`config.mk`:
```
export PLATFORM = sky130hd
export DESIGN_NAME = pipe_stage_reg
export DESIGN_NICKNAME = d
export VERILOG_FILES = /design/src/rtl/pipe_stage_reg.sv
export SDC_FILE = /design/constraint.sdc
export NUM_CORES = 1
export LEC_CHECK = 0
export CAP_MARGIN = 10
export CORE_ASPECT_RATIO = 2
export CORE_UTILIZATION = 40
export DETAILED_ROUTE_END_ITERATION = 8
export DONT_BUFFER_PORTS = 1
export GPL_TIMING_DRIVEN = 0
export HOLD_SLACK_MARGIN = 0.02
export SLEW_MARGIN = 10
export SYNTH_ARGS = -nofsm -noshare
export SYNTH_HDL_FRONTEND = slang
export SYNTH_SLANG_ARGS = --single-unit
```
`constraint.sdc`:
```
create_clock -name clk -period 6.6 [get_ports clk]
set_input_delay 1.65 -clock clk [delete_from_list [all_inputs] [get_ports clk]]
set_output_delay 1.65 -clock clk [all_outputs]
set_load 0.05 [all_outputs]
```
`src/rtl/pipe_stage_reg.sv`:
```
`default_nettype none
// ============================================================================
// Module   : pipe_stage_reg
// Purpose  : CPU pipeline stage register (payload + write-select + write-enable)
//            with valid/ready handshake, 2-entry skid buffer and flush.
// Options  : PIPE_STALL_CNT_EN - when defined, stall_count counts cycles where
//            the head entry is held by downstream backpressure (saturating).
// Revision : 1.0 - initial release
// ============================================================================
module pipe_stage_reg #(
  parameter int DATA_W = 32,
  parameter int SEL_W  = 5
) (
  input  logic              clk,
  input  logic              rst,
  input  logic              in_valid,
  output logic              in_ready,
  input  logic [DATA_W-1:0] in_data,
  input  logic [SEL_W-1:0]  in_wsel,
  input  logic              in_wen,
  input  logic              flush,
  output logic              out_valid,
  input  logic              out_ready,
  output logic [DATA_W-1:0] out_data,
  output logic [SEL_W-1:0]  out_wsel,
  output logic              out_wen,
  output logic [31:0]       stall_count
);

  localparam logic [1:0] C_EMPTY = 2'd0;
  localparam logic [1:0] C_ONE   = 2'd1;
  localparam logic [1:0] C_TWO   = 2'd2;

  logic [1:0]        state_q, state_d;
  logic [DATA_W-1:0] main_data_q, main_data_d;
  logic [SEL_W-1:0]  main_wsel_q, main_wsel_d;
  logic              main_wen_q, main_wen_d;
  logic [DATA_W-1:0] skid_data_q, skid_data_d;
  logic [SEL_W-1:0]  skid_wsel_q, skid_wsel_d;
  logic              skid_wen_q, skid_wen_d;

  logic w_accept;
  logic w_release;

  assign w_accept  = in_valid & in_ready;
  assign w_release = out_valid & out_ready;

  // State and entry registers; reset clears everything, inputs ignored.
  always_ff @(posedge clk) begin
    if (rst) begin
      state_q     <= C_EMPTY;
      main_data_q <= '0;
      main_wsel_q <= '0;
      main_wen_q  <= 1'b0;
      skid_data_q <= '0;
      skid_wsel_q <= '0;
      skid_wen_q  <= 1'b0;
    end else begin
      state_q     <= state_d;
      main_data_q <= main_data_d;
      main_wsel_q <= main_wsel_d;
      main_wen_q  <= main_wen_d;
      skid_data_q <= skid_data_d;
      skid_wsel_q <= skid_wsel_d;
      skid_wen_q  <= skid_wen_d;
    end
  end

  // Next state and entry moves; flush squashes both entries and drops any
  // same-cycle accept/release (stale data is harmless since out_valid = 0).
  always_comb begin
    state_d     = state_q;
    main_data_d = main_data_q;
    main_wsel_d = main_wsel_q;
    main_wen_d  = main_wen_q;
    skid_data_d = skid_data_q;
    skid_wsel_d = skid_wsel_q;
    skid_wen_d  = skid_wen_q;
    if (flush) begin
      state_d = C_EMPTY;
    end else begin
      case (state_q)
        C_EMPTY: begin
          if (w_accept) begin
            state_d     = C_ONE;
            main_data_d = in_data;
            main_wsel_d = in_wsel;
            main_wen_d  = in_wen;
          end
        end
        C_ONE: begin
          if (w_accept && !w_release) begin
            // Head is stalled: the newcomer parks in the skid entry.
            state_d     = C_TWO;
            skid_data_d = in_data;
            skid_wsel_d = in_wsel;
            skid_wen_d  = in_wen;
          end else if (!w_accept && w_release) begin
            state_d = C_EMPTY;
          end else if (w_accept && w_release) begin
            main_data_d = in_data;
            main_wsel_d = in_wsel;
            main_wen_d  = in_wen;
          end
        end
        C_TWO: begin
          // in_ready is low here, so only a release can happen.
          if (w_release) begin
            state_d     = C_ONE;
            main_data_d = skid_data_q;
            main_wsel_d = skid_wsel_q;
            main_wen_d  = skid_wen_q;
          end
        end
        default: state_d = C_EMPTY;
      endcase
    end
  end

  // Handshake outputs depend on state only, so in_ready never combinationally
  // follows out_ready.
  always_comb begin
    in_ready  = (state_q != C_TWO);
    out_valid = (state_q != C_EMPTY);
    out_data  = main_data_q;
    out_wsel  = main_wsel_q;
    out_wen   = main_wen_q & (state_q != C_EMPTY);
  end

`ifdef PIPE_STALL_CNT_EN
  logic [31:0] stall_q, stall_d;

  // Saturating count of cycles the head entry waits on downstream.
  always_comb begin
    stall_d = stall_q;
    if (out_valid && !out_ready && !flush && (stall_q != 32'hFFFF_FFFF)) begin
      stall_d = stall_q + 32'd1;
    end
  end

  // Stall counter register, cleared only by reset.
  always_ff @(posedge clk) begin
    if (rst) begin
      stall_q <= 32'd0;
    end else begin
      stall_q <= stall_d;
    end
  end

  assign stall_count = stall_q;
`else
  assign stall_count = 32'd0;
`endif

endmodule
`default_nettype wire

```
==> run metrics <==
status complete, but fails checks; failing checks design-rule violations; Psw 0.353 mW; Via density 5.41; Mapped Cells a little over 400; mux cell area share after synthesis 10.7%; Num CTS Buffers 9; #FFs+latches synth 78; CTS tree done; Hold Buf Count CTS 0; WHS Path Cells 2; simple-gate share of the synthesized area 9.79%; Crit path arrival time 1.67 ns; remaining global-route overflow 0; WP depth 2; Leak Pwr 1.86 nW; post-synthesis cell area 3800 um^2; Switching Fraction 29.9%; area leader, netlist dfxtp_1; largest net degree at the start of global routing 13; Layout Nets 493; drt first-iter violations roughly 210; crit path cell chain or2_2, and2_1; R2R cell count 11; sum of negative setup slack 0 ns; post-DP HPWL 7.00 mm; Peak Freq 302 MHz; synthesized area per cell roughly 9.4 um^2; post_cts resized 0; adder-cell share of the synthesized area 0.988%; Synth Warn # 0; routability congestion estimate from global placement 0.739; max-slew violation count 0; minimum clock period 3.32 ns; kind of critical path reg2out; layout cells sized above 1 21.2%; first-pass GRT wire length ~15 mm; synth top area cells dfxtp_1 (41%), mux2i_1 (10%), a221oi_1 (8.8%); post-route ant nets 0; clock slew at reported path FFs 0.06 ns; initial core utilization 41.0%; CTS root buffer clkbuf_16; hold violation count in the final report 0; max_slew headroom roughly 50%; Crit path required time 4.95 ns; Die W 70.9 um; family with the most delay on the worst path simple AND/OR/NAND/NOR gates; total track usage 19.6%; post-synth top area share 41.1%; Setup Fix Bufs, Post-CTS 0; routed wire length 9.37 mm; number of max-cap violations 0; vias 3009; hold_ws 0.452 ns; PortBufs 0; Post-Synth XOR/XNOR Area 0%; initial antenna violation count 0; Buf/Inv on CP 0; row count 50; vias in the first global route 2918; Slowest-stage cell, CP and2_1; Seq pwr share a little under half; compound-gate portion of the synthesized area approximately 25%; crit start category flip-flop; Worst Clk Skew 0.00820 ns; prevailing post-synth register cell dfxtp_1; Core Region approximately 9000 um^2; Yosys cell types 28; Post-synth EDFFs 0; ANT cells 0; drt first pass iters 9; max incr delay on CP 0.49 ns; largest family of logic cells by synthesized area compound AO/OA/AOI/OAI gates; CTS max path bufs 2; total internal power 0.827 mW; wire per inst between 15 and 20 um; ys async rst share 0%; share of the yosys chip area belonging to registers between 40% and 50%; combinational share of power around an eighth; kind of end point of the critical path primary output; Clk pwr share 39.6%; worst min-delay path category reg2reg; height of the die 140 um; htree depth 3; num ports 115; remaining routing DRC violations 10; Final period util roughly 50%; Worst-Skew Late Latency around 0.33 ns; area growth from synthesis to layout 14.1%; VDD IR-drop max 171 uV; pwr/cell area 273 nW/um^2; die area 9910 um^2; final setup fails 0; RSZ-0062 raised after global routing false; Clock Sinks 78; Worst-Margin Slew ~0.75 ns; CP max FO 8
==> worst register-to-register path, cell delays in order, from the launching register on <==
cell	delay, ns
dfxtp_1	0.45
nand2b_1	0.13
buf_2	0.18
buf_4	0.32
nand2_1	0.13
inv_1	0.09
ha_1	0.20
and4bb_1	0.23
buf_4	0.18
buf_2	0.19
a221oi_1	0.37
a211oi_2	0.08
==> kinds of logic after synthesis <==
logic type      Yosys count
mux                      40
simple gates             89
fa+ha+maj                 3
other cells               1
compound gates          117
flops                    78
buf+inv                  77
==> through the flow <==
step | utilization, % | total power, mW | std cells | setup slack, ns | instance area [um^2]
floorplan | - | 0.700 | 436 | 3.53 | 3910
finish | 46.8 | 1.18 | 556 | 3.28 | 4330
global route | 46.8 | 1.23 | 556 | 3.22 | 4330
CTS | 46.8 | 1.19 | 556 | 3.27 | 4330
detailed placement | 43.7 | 0.724 | 540 | 3.35 | 4040
global placement | 43.7 | 0.722 | 540 | 3.35 | 4040
==> area by class of cell <==
class / count / area, um^2
plain buffers: 74 / 470
clock buffers: 13 / 270
clock inverters: 3 / 17.5
fillers: 906 / 4930
inverters: 3 / 11.3
multi-input cells: 281 / 1870
flip-flops and latches: 78 / 1560
well taps: 104 / 130
==> cell usage after synthesis (2+ instances only) <==
master	number
clkbuf_1	14
a221oi_1	38
a21oi_1	38
buf_4	37
and2_1	2
ha_1	3
nor3_1	2
nand2_1	78
buf_6	4
nor2_1	2
a211oi_1	18
dfxtp_1	78
mux2i_1	39
inv_1	3
buf_2	16
a211oi_2	20
buf_1	2
==> power groups by stage <==
stage | sequential, mW | clock (mW) | combinational, mW
floorplan | 0.567 | 0 | 0.132
global placement | 0.573 | 0 | 0.149
detailed placement | 0.573 | 0 | 0.151
CTS | 0.563 | 0.480 | 0.151
global route | 0.565 | 0.500 | 0.162
finish | 0.563 | 0.467 | 0.151
==> worst paths after layout <==
| kind | startpoint | to | slack [ns] |
|---|---|---|---|
| worst max-delay path | state_q[1]$_SDFFE_PP0P_ | out_wen | 3.28 |
| worst min register to register | skid_data_q[27]$_SDFFE_PP0P_ | skid_data_q[27]$_SDFFE_PP0P_ | 0.45 |
| worst min-delay path | skid_data_q[27]$_SDFFE_PP0P_ | skid_data_q[27]$_SDFFE_PP0P_ | 0.45 |
| worst max register to register | state_q[0]$_SDFFE_PP0P_ | out_data[1]$_SDFFE_PP0P_ | 3.89 |
==> sequential cells by signal, indices dropped and copies added, names as in the netlist <==
signal       flops
state_q          2
skid_wen_q       1
skid_data_q     32
out_data        32
main_wen_q       1
skid_wsel_q      5
out_wsel         5
==> cells in the final DEF (no fill, tap or decap) <==
cell type   instances
dfxtp_1            78
clkinvlp_4          1
a21oi_1            38
or2_2               1
clkbuf_16           9
buf_4              37
clkbuf_8            3
inv_1               3
o22a_1              1
a22o_1              1
buf_6               4
buf_1               2
nand4bb_1           1
mux2i_1            39
clkbuf_1           15
nor2_1              2
ha_1                3
and4bb_2            1
buf_2              16
nand2b_1            1
clkinv_2            2
mux2_4              1
nand2_1            78
o32a_1              1
a211oi_2           20
and4bb_1            1
and2_1              2
nor3_1              2
conb_1             32
a211oi_1           18
a221oi_1           38
clkbuf_4            1
==> metal layers <==
metal	GRT usage, %	vias up	part of all wire [%]
met5	0	-	0
met4	10.8	0	2.8
met3	5.72	18	6.9
met2	36.2	98	54
met1	19.0	1405	36
li1	-	1488	-
Note: power is estimated with default switching activity, not from simulation.
